### src/rtl/rv_pkg.sv
// Shared definitions for the integer writeback path: data width, register
// address width and the request record carried through the writeback buffer.
package rv_pkg;

  localparam int XLEN       = 32;
  localparam int REG_ADDR_W = 5;

  typedef struct packed {
    logic [REG_ADDR_W-1:0] rd;
    logic [XLEN-1:0]       data;
  } wb_req_t;

endpackage

### src/rtl/wb_arbiter_if.sv
// Writeback arbiter bus: pipeline and long-latency sources, register-file
// write port and decode bypass. Arbiter uses 'slave', its environment 'master'.
interface wb_arbiter_if #(
  parameter int XLEN = 32
);

  localparam int AW = rv_pkg::REG_ADDR_W;

  logic            p_valid;
  logic [AW-1:0]   p_rd;
  logic [XLEN-1:0] p_data;
  logic            l_valid;
  logic            l_ready;
  logic [AW-1:0]   l_rd;
  logic [XLEN-1:0] l_data;
  logic            stall_req;
  logic            rf_en;
  logic [AW-1:0]   rf_rd;
  logic [XLEN-1:0] rf_data;
  logic [AW-1:0]   rs1;
  logic [AW-1:0]   rs2;
  logic            fwd_a_hit;
  logic            fwd_b_hit;
  logic [XLEN-1:0] fwd_a;
  logic [XLEN-1:0] fwd_b;
  logic            err;

  modport slave (
    input  p_valid, p_rd, p_data, l_valid, l_rd, l_data, rs1, rs2,
    output l_ready, stall_req, rf_en, rf_rd, rf_data,
           fwd_a_hit, fwd_b_hit, fwd_a, fwd_b, err
  );

  modport master (
    output p_valid, p_rd, p_data, l_valid, l_rd, l_data, rs1, rs2,
    input  l_ready, stall_req, rf_en, rf_rd, rf_data,
           fwd_a_hit, fwd_b_hit, fwd_a, fwd_b, err
  );

endinterface

### src/rtl/wb_fifo.sv
// Small synchronous FIFO of writeback requests. Head is read straight from
// storage; a push into an empty FIFO is not visible until the next cycle.
module wb_fifo
  import rv_pkg::*;
#(
  parameter  int DEPTH = 2,
  localparam int PTR_W = (DEPTH > 1) ? $clog2(DEPTH) : 1,
  localparam int CNT_W = $clog2(DEPTH + 1)
) (
  input  logic             clk,
  input  logic             rst,
  input  logic             push,
  input  logic             pop,
  input  wb_req_t          wr_req,
  output wb_req_t          rd_req,
  output logic [CNT_W-1:0] count
);

  wb_req_t          mem_q [DEPTH];
  wb_req_t          mem_d [DEPTH];
  logic [PTR_W-1:0] wr_ptr_q, wr_ptr_d;
  logic [PTR_W-1:0] rd_ptr_q, rd_ptr_d;
  logic [CNT_W-1:0] count_q, count_d;
  logic             push_ok, pop_ok;

  always_comb begin
    push_ok  = push && (count_q != CNT_W'(DEPTH));
    pop_ok   = pop && (count_q != '0);
    mem_d    = mem_q;
    wr_ptr_d = wr_ptr_q;
    rd_ptr_d = rd_ptr_q;
    count_d  = count_q;

    // Explicit wrap keeps DEPTH=1 (single-bit pointer, one slot) correct.
    if (push_ok) begin
      mem_d[wr_ptr_q] = wr_req;
      wr_ptr_d = (wr_ptr_q == PTR_W'(DEPTH - 1)) ? '0 : wr_ptr_q + PTR_W'(1);
    end
    if (pop_ok) begin
      rd_ptr_d = (rd_ptr_q == PTR_W'(DEPTH - 1)) ? '0 : rd_ptr_q + PTR_W'(1);
    end

    case ({push_ok, pop_ok})
      2'b10:   count_d = count_q + CNT_W'(1);
      2'b01:   count_d = count_q - CNT_W'(1);
      default: count_d = count_q;
    endcase
  end

  always_ff @(posedge clk) begin
    if (rst) begin
      wr_ptr_q <= '0;
      rd_ptr_q <= '0;
      count_q  <= '0;
    end else begin
      wr_ptr_q <= wr_ptr_d;
      rd_ptr_q <= rd_ptr_d;
      count_q  <= count_d;
    end
  end

  always_ff @(posedge clk) begin
    mem_q <= mem_d;
  end

  assign rd_req = mem_q[rd_ptr_q];
  assign count  = count_q;

endmodule

### src/rtl/wb_arbiter.sv
// Register-file write-port arbiter: merges the non-stallable pipeline with a
// buffered long-latency source, forces a stall when the buffer head starves.
module wb_arbiter
  import rv_pkg::*;
#(
  parameter int XLEN         = rv_pkg::XLEN,
  parameter int LBUF_DEPTH   = 2,
  parameter int STARVE_LIMIT = 4
) (
  input  logic              clk,
  input  logic              rst,
  wb_arbiter_if.slave       bus
);

  localparam int CNT_W = $clog2(LBUF_DEPTH + 1);
  localparam int ST_W  = $clog2(STARVE_LIMIT + 1);

  wb_req_t          head;
  wb_req_t          l_req;
  logic [CNT_W-1:0] count;
  logic             buf_empty;
  logic             l_ready;
  logic             l_fire;
  logic             sel_buf, sel_pipe, sel_dir;
  logic             push, pop;

  logic                  rf_en_q, rf_en_d;
  logic [REG_ADDR_W-1:0] rf_rd_q, rf_rd_d;
  logic [XLEN-1:0]       rf_data_q, rf_data_d;
  logic                  stall_q, stall_d;
  logic                  err_q, err_d;
  logic [ST_W-1:0]       starve_q, starve_d;

  assign l_req = '{rd: bus.l_rd, data: bus.l_data};

  wb_fifo #(
    .DEPTH (LBUF_DEPTH)
  ) u_lbuf (
    .clk    (clk),
    .rst    (rst),
    .push   (push),
    .pop    (pop),
    .wr_req (l_req),
    .rd_req (head),
    .count  (count)
  );

  always_comb begin
    buf_empty = (count == '0);
    // Based on the current count only: a pop this cycle does not open a slot.
    l_ready   = !rst && (count < CNT_W'(LBUF_DEPTH));
    l_fire    = bus.l_valid && l_ready;

    sel_buf  = 1'b0;
    sel_pipe = 1'b0;
    sel_dir  = 1'b0;
    if (stall_q)                                  sel_buf  = !buf_empty;
    else if (bus.p_valid && bus.p_rd != '0)       sel_pipe = 1'b1;
    else if (!buf_empty)                          sel_buf  = 1'b1;
    else if (l_fire && bus.l_rd != '0)            sel_dir  = 1'b1;

    // x0 handshakes complete here and are simply never pushed.
    push = l_fire && !sel_dir && (bus.l_rd != '0);
    pop  = sel_buf;

    rf_en_d   = sel_buf || sel_pipe || sel_dir;
    rf_rd_d   = rf_rd_q;
    rf_data_d = rf_data_q;
    if (sel_buf) begin
      rf_rd_d   = head.rd;
      rf_data_d = head.data;
    end else if (sel_pipe) begin
      rf_rd_d   = bus.p_rd;
      rf_data_d = bus.p_data;
    end else if (sel_dir) begin
      rf_rd_d   = bus.l_rd;
      rf_data_d = bus.l_data;
    end

    stall_d  = 1'b0;
    starve_d = starve_q;
    if (buf_empty || pop) begin
      starve_d = '0;
    end else if (starve_q + ST_W'(1) == ST_W'(STARVE_LIMIT)) begin
      stall_d  = 1'b1;
      starve_d = '0;
    end else begin
      starve_d = starve_q + ST_W'(1);
    end

    err_d = err_q || (bus.p_valid && stall_q);
  end

  always_ff @(posedge clk) begin
    if (rst) begin
      rf_en_q   <= 1'b0;
      rf_rd_q   <= '0;
      rf_data_q <= '0;
      stall_q   <= 1'b0;
      err_q     <= 1'b0;
      starve_q  <= '0;
    end else begin
      rf_en_q   <= rf_en_d;
      rf_rd_q   <= rf_rd_d;
      rf_data_q <= rf_data_d;
      stall_q   <= stall_d;
      err_q     <= err_d;
      starve_q  <= starve_d;
    end
  end

  assign bus.l_ready   = l_ready;
  assign bus.stall_req = stall_q;
  assign bus.rf_en     = rf_en_q;
  assign bus.rf_rd     = rf_rd_q;
  assign bus.rf_data   = rf_data_q;
  assign bus.err       = err_q;
  assign bus.fwd_a_hit = rf_en_q && (rf_rd_q == bus.rs1) && (bus.rs1 != '0);
  assign bus.fwd_b_hit = rf_en_q && (rf_rd_q == bus.rs2) && (bus.rs2 != '0);
  assign bus.fwd_a     = rf_data_q;
  assign bus.fwd_b     = rf_data_q;

endmodule

### src/flat_wrapper.sv
// flat-port wrapper written by rule: the top's interface ports become plain ports
module wb_arbiter_flat import rv_pkg::*;
#(
  parameter int XLEN         = rv_pkg::XLEN,
  parameter int LBUF_DEPTH   = 2,
  parameter int STARVE_LIMIT = 4
)
  (clk, rst, bus_p_valid, bus_p_rd, bus_p_data, bus_l_valid, bus_l_rd, bus_l_data, bus_rs1, bus_rs2, bus_l_ready, bus_stall_req, bus_rf_en, bus_rf_rd, bus_rf_data, bus_fwd_a_hit, bus_fwd_b_hit, bus_fwd_a, bus_fwd_b, bus_err);
  wb_arbiter_if #(.XLEN(XLEN)) bus_i ();
  input  logic clk;
  input  logic rst;
  input wire logic [$bits(bus_i.p_valid)-1:0] bus_p_valid;
  input wire logic [$bits(bus_i.p_rd)-1:0] bus_p_rd;
  input wire logic [$bits(bus_i.p_data)-1:0] bus_p_data;
  input wire logic [$bits(bus_i.l_valid)-1:0] bus_l_valid;
  input wire logic [$bits(bus_i.l_rd)-1:0] bus_l_rd;
  input wire logic [$bits(bus_i.l_data)-1:0] bus_l_data;
  input wire logic [$bits(bus_i.rs1)-1:0] bus_rs1;
  input wire logic [$bits(bus_i.rs2)-1:0] bus_rs2;
  output wire logic [$bits(bus_i.l_ready)-1:0] bus_l_ready;
  output wire logic [$bits(bus_i.stall_req)-1:0] bus_stall_req;
  output wire logic [$bits(bus_i.rf_en)-1:0] bus_rf_en;
  output wire logic [$bits(bus_i.rf_rd)-1:0] bus_rf_rd;
  output wire logic [$bits(bus_i.rf_data)-1:0] bus_rf_data;
  output wire logic [$bits(bus_i.fwd_a_hit)-1:0] bus_fwd_a_hit;
  output wire logic [$bits(bus_i.fwd_b_hit)-1:0] bus_fwd_b_hit;
  output wire logic [$bits(bus_i.fwd_a)-1:0] bus_fwd_a;
  output wire logic [$bits(bus_i.fwd_b)-1:0] bus_fwd_b;
  output wire logic [$bits(bus_i.err)-1:0] bus_err;
  assign bus_i.p_valid = bus_p_valid;
  assign bus_i.p_rd = bus_p_rd;
  assign bus_i.p_data = bus_p_data;
  assign bus_i.l_valid = bus_l_valid;
  assign bus_i.l_rd = bus_l_rd;
  assign bus_i.l_data = bus_l_data;
  assign bus_i.rs1 = bus_rs1;
  assign bus_i.rs2 = bus_rs2;
  assign bus_l_ready = bus_i.l_ready;
  assign bus_stall_req = bus_i.stall_req;
  assign bus_rf_en = bus_i.rf_en;
  assign bus_rf_rd = bus_i.rf_rd;
  assign bus_rf_data = bus_i.rf_data;
  assign bus_fwd_a_hit = bus_i.fwd_a_hit;
  assign bus_fwd_b_hit = bus_i.fwd_b_hit;
  assign bus_fwd_a = bus_i.fwd_a;
  assign bus_fwd_b = bus_i.fwd_b;
  assign bus_err = bus_i.err;
  wb_arbiter #(.XLEN(XLEN), .LBUF_DEPTH(LBUF_DEPTH), .STARVE_LIMIT(STARVE_LIMIT)) u_core (.clk(clk), .rst(rst), .bus(bus_i));
endmodule
### config.mk
export PLATFORM = sky130hd
export DESIGN_NAME = wb_arbiter_flat
export DESIGN_NICKNAME = d
export VERILOG_FILES = /design/src/rtl/rv_pkg.sv /design/src/rtl/wb_arbiter_if.sv /design/src/rtl/wb_fifo.sv /design/src/rtl/wb_arbiter.sv /design/src/flat_wrapper.sv
export SDC_FILE = /design/constraint.sdc
export NUM_CORES = 1
export LEC_CHECK = 0
export BUFFER_PORTS_ARGS = -buffer_cell sky130_fd_sc_hd__buf_2
export CAP_MARGIN = 25
export CORE_MARGIN = 1.5
export CORE_UTILIZATION = 55
export DETAILED_ROUTE_END_ITERATION = 10
export GPL_TIMING_DRIVEN = 0
export PLACE_DENSITY = 0.95
export SLEW_MARGIN = 10
export SYNTH_ARGS = -nofsm -noshare
export SYNTH_HDL_FRONTEND = slang
export SYNTH_SLANG_ARGS = --single-unit
### constraint.sdc
create_clock -name clk -period 8.9 [get_ports clk]
set_input_delay 1.335 -clock clk [delete_from_list [all_inputs] [get_ports clk]]
set_output_delay 1.335 -clock clk [all_outputs]
set_load 0.02 [all_outputs]
==> reports/qor.yml, run 1 <==
critical_path:
  crit_path_end_kind: "primary output"
  path_max_fanout: 1
  cp.required_ns: 7.57
  r2r_cells: 7
  setup.worst_path.start_class: "input pin"
  rrSetupSlack_ns: 6.20
  worst_r2r_startpoint: "u_core.u_lbuf.count[0]"
  r2r_end: "u_core.bus.fwd_a[24]"
  criticalPathCategory: "in -> out"
  cp.arrival_ns: 2.22
sta:
  min_period_ns: 3.55
  max_freq_ghz: 0.282
  setup_tns_ns: 0
  setup_viol: 0
  hold_viol_final: 0
  fin_crit_sh_pct: 39.9
  slew_headroom_pct: 43.2
  drv_slew: 0
  clock_skew_ns: 0.00808
  rsz0062_at_grt: "false"
  worstMarginPinSlew_ns: 0.852
yosys:
  synth_edf_count: 74
  synthArstFlopShare_pct: 0
  yosysMostFrequentCell: "edfxtp_1"
  synthTopCellsByCount: "edfxtp_1 (74), mux2i_1 (71), buf_4 (65)"
  ys_top_cells_by_area: "edfxtp_1 (37%), dfxtp_1 (16%), mux2i_1 (12%)"
  synth_ff_type: "edfxtp_1"
  syn_area_um2: 5970
  synth_seq_cells: 121
  syn_nets: 599
  synthDominantCellAreaShare_pct: 37.2
  ys_types: 36
  syn-mean-instance-area_um2: 11.7
  ys_seq_area_share_pct: 53.0
  netlist_instances: 508
  yosysWarnings: 0
  yosys.area.top_type: "edfxtp_1"
placed_design:
  portBuffers: 193
  place.gp.congestion: 0.871
  dpl.hpwl_mm: 11.3
  post-place-cells: 839
cells_and_area:
  regArea_um2: 3160
  fin_cells: 871
  fill_cells: 681
  area_growth_pct: 30.2
  multiInputGateArea_um2: 2130
  drive_above_1_share_pct: 45.2
  fin_nets: 813
  n_antenna_cell: 0
run_status:
  status: "completed"
min_path:
  hp-class: "reg -> reg"
  hold_depth: 1
  min_from: "u_core.starve_q[0]"
  hold_path_end: "u_core.starve_q[0]"
clock_network:
  cts_setup_buffers: 0
  path_clk_slew_ns: 0.05
  cts_tree: "done"
  cts_buffers: 17
  insertion_delay_ns: 0.51
  cts_hold_buf: 0
  cts_sinks: 121
  max-clock-path-buffers: 2
  htree_levels: 4
  cts_resized: 0
  clockRootBuffer: "clkbuf_8"
detailed_routing:
  drt_wl_total_mm: 16.0
  drt_iter0_markers: 414
  vias: 4921
  via_per_inst: 5.65
  post_drt_wl_per_cell_um: 18.3
  post-route-drc-count: 0
  ant_nets: 0
  drt_first_pass_iters: 5
floorplan:
  initial_core_util_pct: 57.3
  fp-row-count: 37
  io_pins: 195
  fp.dieW_um: 107
  die_y_um: 107
  coreArea_um2: 10400
  die_area_um2: 11500
power_and_ir_drop:
  ir_drop_v: 0.000193
  power_density_nw_per_um2: 300
  p_leak_nw: 3.36
global_routing:
  grt_pass1_wl_mm: 24.4
  grt_antenna_before_repair: 0
  grt_usage_pct: 28.2
  grt_max_degree: 23
  grt-ovfl-total: 0
  grt_pass1_vias: 4893
job:
  cap_violations: 0
[worst max-delay path by stage]
stage                     from                      end  slack (ns)
global placement           rst  u_core.u_lbuf.mem_q[61]        3.87
finish              bus_rs2[2]            bus_fwd_b_hit        5.35
global route        bus_rs2[3]            bus_fwd_b_hit        5.30
floorplan                  rst   u_core.u_lbuf.mem_q[0]        4.65
CTS                 bus_rs2[2]            bus_fwd_b_hit        5.37
detailed placement  bus_rs2[2]            bus_fwd_b_hit        5.36
[routing by layer]
metal / vias to the layer above / GRT usage (%) / routed length [um]
met5: - / 0 / 0
met4: 0 / 11.5 / 367
met3: 30 / 4.68 / 1250
met2: 272 / 51.7 / 8350
met1: 2357 / 32.3 / 6020
li1: 2262 / - / -
[critical path: stages]
cell and delay, ns:
buf_2 0.10, xor2_1 0.13, nor3_1 0.19, nand3_1 0.12
nor2_1 0.14, buf_2 0.18
[final cells by class]
cell class | count | area share (%)
Sequential cell | 121 | 40.7
Timing Repair Buffer | 195 | 13.1
Tap cell | 136 | 2.19
Inverter | 4 | 0.193
Clock inverter | 12 | 1.93
Multi-Input combinational cell | 280 | 27.4
Clock buffer | 20 | 5.73
Buffer | 103 | 8.71
[kinds of logic after synthesis]
logic type      Yosys count  share of synthesized area [%]
compound gates           92                           13.3
xor+xnor                 10                           1.47
fa+ha+maj                 3                          0.629
buf+inv                 107                           11.6
flops                   121                           53.0
mux                      71                           11.9
simple gates            104                           8.10
[stage by stage]
step	util (%)	instance area, um2	total power, mW	hold WS (ns)	setup slack, ns
2_1_floorplan	-	5970	1.38	0.398	4.65
3_3_place_gp	68.2	7100	1.61	0.409	3.87
3_5_place_dp	68.9	7170	1.65	0.432	5.36
4_1_cts	74.6	7770	2.33	0.446	5.37
5_1_grt	74.6	7770	2.44	0.472	5.30
6_report	74.6	7770	2.33	0.446	5.35
[where the power goes]
part           switching, mW  internal (mW)
registers             0.0587          0.671
clock network          0.241          0.439
logic                  0.553          0.366
total                  0.853           1.48
[registers in the layout, indices dropped and copies added, names as in the netlist]
name / count
u_core.u_lbuf.mem_q: 74
u_core.u_lbuf.wr_ptr_q: 1
u_core.u_lbuf.rd_ptr_q: 1
u_core.bus.rf_rd: 5
u_core.u_lbuf.count: 2
u_core.starve_q: 3
u_core.bus.err: 1
u_core.bus.stall_req: 1
u_core.bus.fwd_a: 32
u_core.bus.rf_en: 1
[cells in the final DEF, fill, tap and decap left out, types with 2 or more instances in the layout]
cell and instances:
or3_1 3, buf_16 2, xnor2_1 3, nor4_1 2
dfxtp_1 47, clkbuf_8 3, bufinv_16 3, mux2i_1 71
o41ai_1 4, clkinvlp_4 4, a221oi_1 7, buf_1 2
ha_1 3, a21oi_1 39, o21ai_0 3, nor2_1 41
buf_2 200, nand2_1 8, clkbuf_1 25, clkinv_4 2
nor2b_1 3, buf_4 65, clkinv_1 2, clkbuf_16 16
buf_6 5, nor2_4 2, nor3_1 37, a221oi_2 26
a31oi_1 4, edfxtp_1 74, nand3_1 2, o211ai_1 5
inv_1 4, xor2_1 7
No activity file was read; power rests on OpenSTA's default activity.
==> run 2, diff against run 1 <==
ABC_AREA = 1   (was default)
CORE_UTILIZATION = 52   (was 55)
PLACE_DENSITY = 0.92   (was 0.95)
clock period = 3.38 ns   (was 8.9 ns; I/O delays follow)
==> run 2 against run 1 <==
Effect of this change: setup slack worse by 4.1 ns; area after synthesis increased by 6.5%; non-clock buffer count up 3; final area rose by 5.6%; sequential power grew to 2.6 times the previous value; sequential cell count stayed put; power rose to 2.5 times the previous value; synthesized cell count is 45% higher; critical path type is now reg -> reg; critical endpoint is now u_core.u_lbuf.mem_q[66]; largest cell class unchanged.
==> reports/qor.yml, run 2 <==
clock_network:
  htree_levels: 4  # unchanged
  path_clk_slew_ns: 0.06  # was 0.05 ns
  clockRootBuffer: "clkbuf_16"  # was clkbuf_8
  cts_setup_buffers: 0  # unchanged
  cts_tree: "done"  # unchanged
  cts_hold_buf: 0  # unchanged
  cts_buffers: 17  # unchanged
  cts_sinks: 121  # unchanged
  cts_resized: 0  # unchanged
  max-clock-path-buffers: 2  # unchanged
  insertion_delay_ns: 0.42  # was 0.51 ns
yosys:
  syn_area_um2: 6350  # was 5970 um2
  yosysMostFrequentCell: "nand2_1"  # was edfxtp_1
  synthDominantCellAreaShare_pct: 35.0  # was 37.2%
  yosys.area.top_type: "edfxtp_1"  # unchanged
  synthArstFlopShare_pct: 0  # unchanged
  synthTopCellsByCount: "nand2_1 (212), nand3_1 (91), nor2_1 (88)"  # was edfxtp_1 (74), mux2i_1 (71), buf_4 (65)
  syn_nets: 830  # was 599
  syn-mean-instance-area_um2: 8.60  # was 11.7 um2
  ys_types: 31  # was 36
  yosysWarnings: 0  # unchanged
  netlist_instances: 739  # was 508
  ys_seq_area_share_pct: 49.8  # was 53.0%
  synth_edf_count: 74  # unchanged
  synth_seq_cells: 121  # unchanged
  synth_ff_type: "edfxtp_1"  # unchanged
  ys_top_cells_by_area: "edfxtp_1 (35%), dfxtp_1 (15%), nand2_1 (13%)"  # was edfxtp_1 (37%), dfxtp_1 (16%), mux2i_1 (12%)
critical_path:
  rrSetupSlack_ns: 1.22  # was 6.20 ns
  cp.arrival_ns: 2.28  # was 2.22 ns
  cpMostUsedCell: "nand2_1"  # was buf_2
  cpPeakStageDelay_ns: 0.52  # was 0.19 ns
  criticalPathCategory: "reg -> reg"  # was in -> out
  setup.worst_path.start_class: "register"  # was input pin
  crit_path_top_delay_cell: "nor2_4"  # was nor3_1
  path_max_fanout: 20  # was 1
  critPathBufInv: 3  # was 2
  path_delay_family: "simple AND/OR/NAND/NOR gates"  # unchanged
  crit_path_end_kind: "register"  # was primary output
  crit_chain: "inv_2 > nand2_2 > buf_6 > nor2_8 > nand2_1 > nand2_1 > nor2_4 > buf_16"  # was buf_2 > xor2_1 > nor3_1 > nand3_1 > nor2_1 > buf_2
  cp.required_ns: 3.50  # was 7.57 ns
floorplan:
  io_pins: 195  # unchanged
  die_area_um2: 12900  # was 11,500 um2
  coreArea_um2: 12000  # was 10,400 um2
  fp-row-count: 40  # was 37
  initial_core_util_pct: 53.1  # was 57.3%
  die_y_um: 114  # was 107 um
  fp.dieW_um: 114  # was 107 um
sta:
  holdWs_ns: 0.293  # was 0.446 ns
  setup_viol: 0  # unchanged
  worstMarginPinSlew_ns: 0.605  # was 0.852 ns
  fin_crit_sh_pct: 63.8
  min_period_ns: 2.16
  rsz0062_at_grt: "false"  # unchanged
  drv_slew: 0  # unchanged
  clock_skew_ns: 0.00711  # was 0.00808 ns
  hold_viol_final: 0  # unchanged
  max_freq_ghz: 0.464
  slew_headroom_pct: 59.5  # was 43.2%
  setup_tns_ns: 0  # unchanged
detailed_routing:
  drt_wl_total_mm: 17.0  # was 16.0 mm
  vias: 5758  # was 4,921
  via_per_inst: 5.16  # was 5.65
  drt_first_pass_iters: 5  # unchanged
  drt_iter0_markers: 582  # was 414
  post-route-drc-count: 0  # unchanged
  ant_nets: 0  # unchanged
  post_drt_wl_per_cell_um: 15.2  # was 18.3 um
global_routing:
  grt-ovfl-total: 0  # unchanged
  grt_pass1_vias: 5620  # was 4,893
  grt_max_degree: 23  # unchanged
  grt-busiest-layer: "met2"  # unchanged
  grt_pass1_wl_mm: 26.6  # was 24.4 mm
  use_met2_pct: 44.6  # was 51.7%
  grt_antenna_before_repair: 3  # was 0
  grtUsageMet1_pct: 31.3  # was 32.3%
  grt_usage_pct: 26.6  # was 28.2%
  grt_util_met3_pct: 6.32  # was 4.68%
cells_and_area:
  final_cell_mix: "nand2_1 (212), buf_2 (211), nand3_1 (91), nor2_1 (86), edfxtp_1 (74)"  # was buf_2 (200), edfxtp_1 (74), mux2i_1 (71), buf_4 (65), dfxtp_1 (47)
  multiInputGateArea_um2: 2310  # was 2130 um2
  drive_above_1_share_pct: 37.6  # was 45.2%
  fin_nets: 1044  # was 813
  fill_cells: 875  # was 681
  regArea_um2: 3160  # unchanged
  post-route-util_pct: 68.6  # was 74.6%
  regMostFlops: "u_core.u_lbuf.mem_q"  # unchanged
  layout_commonest_cell: "nand2_1"  # was buf_2
  area_growth_pct: 29.1  # was 30.2%
  largest_reg_flops: 74  # unchanged
placed_design:
  dpl.hpwl_mm: 11.6  # was 11.3 mm
  portBuffers: 193  # unchanged
  place.gp.congestion: 0.870  # was 0.871
power_and_ir_drop:
  ir_drop_v: 0.000340  # was 0.000193 V
  p_leak_nw: 4.09  # was 3.36 nW
  power_density_nw_per_um2: 723  # was 300 nW/um2
min_path:
  hp-class: "in -> reg"  # was reg -> reg
job:
  cap_violations: 0  # unchanged
run_status:
  status: "completed"  # unchanged
[run 2: per-layer routing]
metal,routed length (um),vias up
met5,0,-
met4,649,0
met3,1300,58
met2,8490,303
met1,6540,2620
li1,-,2777
[run 2: per-stage QoR]
stage	cells	power (mW)	cell area [um2]	worst slack [ns]
after floorplan	739	3.42	6350	0.355
after detailed placement	1081	4.02	7570	1.14
final	1116	5.93	8200	1.22
after CTS	1113	5.92	8190	1.21
after global placement	1079	3.95	7500	-0.494
after global routing	1116	6.21	8200	1.08
[run 2: final timing paths]
check	start	to	cells past startpoint
setup / recovery	u_core.u_lbuf.count[1]	u_core.u_lbuf.mem_q[66]	8
hold / removal	bus_l_data[25]	u_core.u_lbuf.mem_q[25]	1
setup reg to reg	u_core.u_lbuf.count[1]	u_core.u_lbuf.mem_q[66]	8
hold reg to reg	u_core.starve_q[0]	u_core.starve_q[0]	1
[run 2: report_power, final]
part,switching [mW],total (mW),internal (mW)
clock network,0.646,1.89,1.25
logic,1.29,2.16,0.869
registers,0.134,1.88,1.74
total,2.07,5.93,3.86
[run 2: cell type report]
cell class / count / area share [%]
diodes: 3 / 0.0915
plain buffers: 106 / 9.11
clock buffers: 20 / 5.45
clock inverters: 12 / 2.12
inverters: 39 / 1.79
multi-input cells: 473 / 28.2
flip-flops and latches: 121 / 38.6
well taps: 147 / 2.24
repair buffers: 195 / 12.5
[run 2: kinds of logic (layout without fill, tap and decap cells)]
family / after synthesis / after routing / synth area share [%]
xor+xnor: 6 / 6 / 0.827
other cells: 0 / 3 / 0
buf+inv: 145 / 372 / 14.1
simple gates: 442 / 442 / 32.9
flops: 121 / 121 / 49.8
fa+ha+maj: 3 / 3 / 0.591
compound gates: 22 / 22 / 1.83
[run 2: worst reg2reg max path, cell delays in order (launching register included)]
cell and delay (ns):
dfxtp_1 0.48, inv_2 0.06, nand2_2 0.09, buf_6 0.17, nor2_8 0.05, nand2_1 0.09, nand2_1 0.16, nor2_4 0.52
buf_16 0.24
==> run 3, diff against run 2 <==
clock period = 2 ns   (was 3.38 ns; I/O delays follow)
==> run 3 against run 2 <==
Effect of this change: clock skew is essentially flat; worst hold slack got worse by 0.21 ns; first-iteration DRC count shrank 18%; power grew 60%; global-route usage hardly changed; critical path type unchanged; combinational power grew 70%; largest power group unchanged; sequential cell count unchanged; sequential share of layout area increased by 0.38 points.
==> reports/qor.yml, run 3 (synthesis results as in run 2) <==
clock_network:
  cts_hold_buf: 0  # unchanged
  htree_levels: 4  # unchanged
  clockRootBuffer: "clkbuf_16"  # unchanged
  cts_tree: "done"  # unchanged
  max-clock-path-buffers: 2  # unchanged
  cts_buffers: 17  # unchanged
  path_clk_slew_ns: 0.05  # was 0.06 ns
  cts_sinks: 121  # unchanged
  insertion_delay_ns: 0.42  # about the same
critical_path:
  path_max_fanout: 10  # was 20
  r2r_cells: 10  # was 8
  worst_r2r_startpoint: "u_core.u_lbuf.count[1]"  # unchanged
  rrSetupSlack_ns: 0.10  # was 1.22 ns
  crit_path_top_delay_cell: "dfxtp_2"  # was nor2_4
  cp.arrival_ns: 2.24  # was 2.28 ns
  setup.worst_path.start_class: "register"  # unchanged
  crit_path_end_kind: "register"  # unchanged
  cpPeakStageDelay_ns: 0.40  # was 0.52 ns
  criticalPathCategory: "reg -> reg"  # unchanged
  cp-startpoint: "u_core.u_lbuf.count[1]"  # unchanged
  cpMostUsedCell: "nand2_1"  # unchanged
  r2r_end: "u_core.u_lbuf.count[1]"  # was u_core.u_lbuf.mem_q[66]
  cp.required_ns: 2.34  # was 3.50 ns
  crit_chain: "inv_2 > nand2_2 > buf_6 > nand2_1 > inv_1 > ha_1 > xnor2_1 > xor2_1 > nand2_1 > a21oi_1"  # was inv_2 > nand2_2 > buf_6 > nor2_8 > nand2_1 > nand2_1 > nor2_4 > buf_16
power_and_ir_drop:
  power_density_nw_per_um2: 1170  # was 723 nW/um2
  p_leak_nw: 4.06  # was 4.09 nW
  total_power_mw: 9.51  # was 5.93 mW
  ir_drop_v: 0.000674  # was 0.000340 V
detailed_routing:
  post-route-drc-count: 0  # unchanged
  ant_nets: 0  # unchanged
  drt_iter0_markers: 477  # was 582
  via_per_inst: 5.13  # was 5.16
  drt_wl_total_mm: 16.9  # was 17.0 mm
  post_drt_wl_per_cell_um: 15.1  # was 15.2 um
  vias: 5724  # was 5,758
  drt_first_pass_iters: 6  # was 5
placed_design:
  place_area_um2: 7570  # unchanged
  portBuffers: 193  # unchanged
  place.gp.congestion: 0.855  # was 0.870
  place_ws_ns: -0.0783  # was 1.14 ns
  post-place-cells: 1081  # unchanged
  dpl.hpwl_mm: 11.5  # was 11.6 mm
global_routing:
  grt_pass1_vias: 5535  # was 5,620
  grt_antenna_before_repair: 0  # was 3
  grt-ovfl-total: 0  # unchanged
  grt_pass1_wl_mm: 26.5  # was 26.6 mm
  grt_max_degree: 24  # was 23
  grt_usage_pct: 26.6  # about the same
job:
  cap_violations: 0  # unchanged
cells_and_area:
  multiInputGateArea_um2: 2310  # about the same
  n_antenna_cell: 0  # was 3
  fin_cells: 1115  # was 1,116
  area_growth_pct: 27.9  # was 29.1%
  fin_nets: 1046  # was 1,044
  regMostFlops: "u_core.u_lbuf.mem_q"  # unchanged
  regArea_um2: 3170  # was 3160 um2
  final_cell_mix: "nand2_1 (211), buf_2 (211), nand3_1 (91), nor2_1 (86), edfxtp_1 (74)"  # was nand2_1 (212), buf_2 (211), nand3_1 (91), nor2_1 (86), edfxtp_1 (74)
  drive_above_1_share_pct: 37.8  # was 37.6%
  fill_cells: 864  # was 875
  largest_reg_flops: 74  # unchanged
  stdcell_area_um2: 8130  # was 8200 um2
sta:
  setup_viol: 0  # unchanged
  hold_viol_final: 0  # unchanged
  finalWorstSetupSlack_ns: 0.102  # was 1.22 ns
  min_period_ns: 1.90  # was 2.16 ns
  fin_crit_sh_pct: 94.9  # was 63.8%
  worstMarginPinSlew_ns: 0.611  # was 0.605 ns
  rsz0062_at_grt: "false"  # unchanged
  slew_headroom_pct: 59.2  # was 59.5%
  max_freq_ghz: 0.527  # was 0.464 GHz
  clock_skew_ns: 0.00688  # was 0.00711 ns
  drv_slew: 0  # unchanged
run_status:
  status: "completed"  # unchanged
floorplan:
  die_area_um2: 12900  # unchanged
  io_pins: 195  # unchanged
  fp-row-count: 40  # unchanged
  initial_core_util_pct: 53.1  # unchanged
  die_y_um: 114  # unchanged
  coreArea_um2: 12000  # unchanged
  fp.dieW_um: 114  # unchanged
min_path:
  hp-class: "in -> reg"  # unchanged
  hold_path_end: "u_core.u_lbuf.mem_q[2]"  # was u_core.u_lbuf.mem_q[25]
  min_from: "bus_l_data[2]"  # was bus_l_data[25]
  hold_depth: 1  # unchanged
==> run 3: final cells by class <==
| cell class | instances | area share (%) |
|---|---|---|
| Buffer | 106 | 9.19 |
| Clock buffer | 23 | 5.63 |
| Clock inverter | 9 | 0.647 |
| Inverter | 39 | 1.80 |
| Multi-Input combinational cell | 473 | 28.5 |
| Sequential cell | 121 | 38.9 |
| Tap cell | 147 | 2.26 |
| Timing Repair Buffer | 197 | 13.1 |
==> run 3: through the flow <==
stage | hold WS [ns] | TNS (ns) | utilization (%)
after floorplan | 0.399 | -20.72 | -
after global placement | 0.409 | -65.58 | 62.8
after detailed placement | 0.419 | -3.47 | 63.3
after CTS | 0.0784 | 0 | 67.9
after global routing | 0.0778 | 0 | 67.9
final | 0.0868 | 0 | 67.9
==> run 3: how the worst max path moves through the flow <==
| stage | end | cells past startpoint |
|---|---|---|
| floorplan | u_core.u_lbuf.mem_q[0] | 7 |
| global placement | u_core.u_lbuf.mem_q[26] | 7 |
| detailed placement | u_core.u_lbuf.mem_q[2] | 8 |
| CTS | u_core.u_lbuf.count[1] | 11 |
| global route | u_core.u_lbuf.count[1] | 10 |
| finish | u_core.u_lbuf.count[1] | 10 |
==> run 3: repair_timing <==
| item | in CTS | in global routing |
|---|---|---|
| buffers inserted | 2 | 0 |
| setup endpoints to repair | 46 | 2 |
| pin swaps | 2 | 0 |
| gates resized for setup | 0 | 3 |
==> run 3: where the power goes <==
group          internal (mW)  switching (mW)
Combinational           1.48            2.19
Clock                   1.60            1.07
Sequential              2.94           0.225
Total                   6.02            3.49
==> run 3: worst max-delay path, delay by kind of cell, from the launching register on <==
family	cells	cell delay [ns]
buf+inv	3	0.47
flops	1	0.40
xor+xnor	2	0.34
compound gates	1	0.13
simple gates	3	0.28
fa+ha+maj	1	0.21
==> run 3: per-layer routing <==
| metal | GRT usage [%] | share of wire [%] | up-vias | wire length [um] |
|---|---|---|---|---|
| met5 | 0 | 0 | - | 0 |
| met4 | 15.6 | 4.0 | 0 | 680 |
| met3 | 6.91 | 8.4 | 63 | 1410 |
| met2 | 45.5 | 50 | 306 | 8360 |
| met1 | 30.2 | 38 | 2579 | 6410 |
| li1 | - | - | 2776 | - |
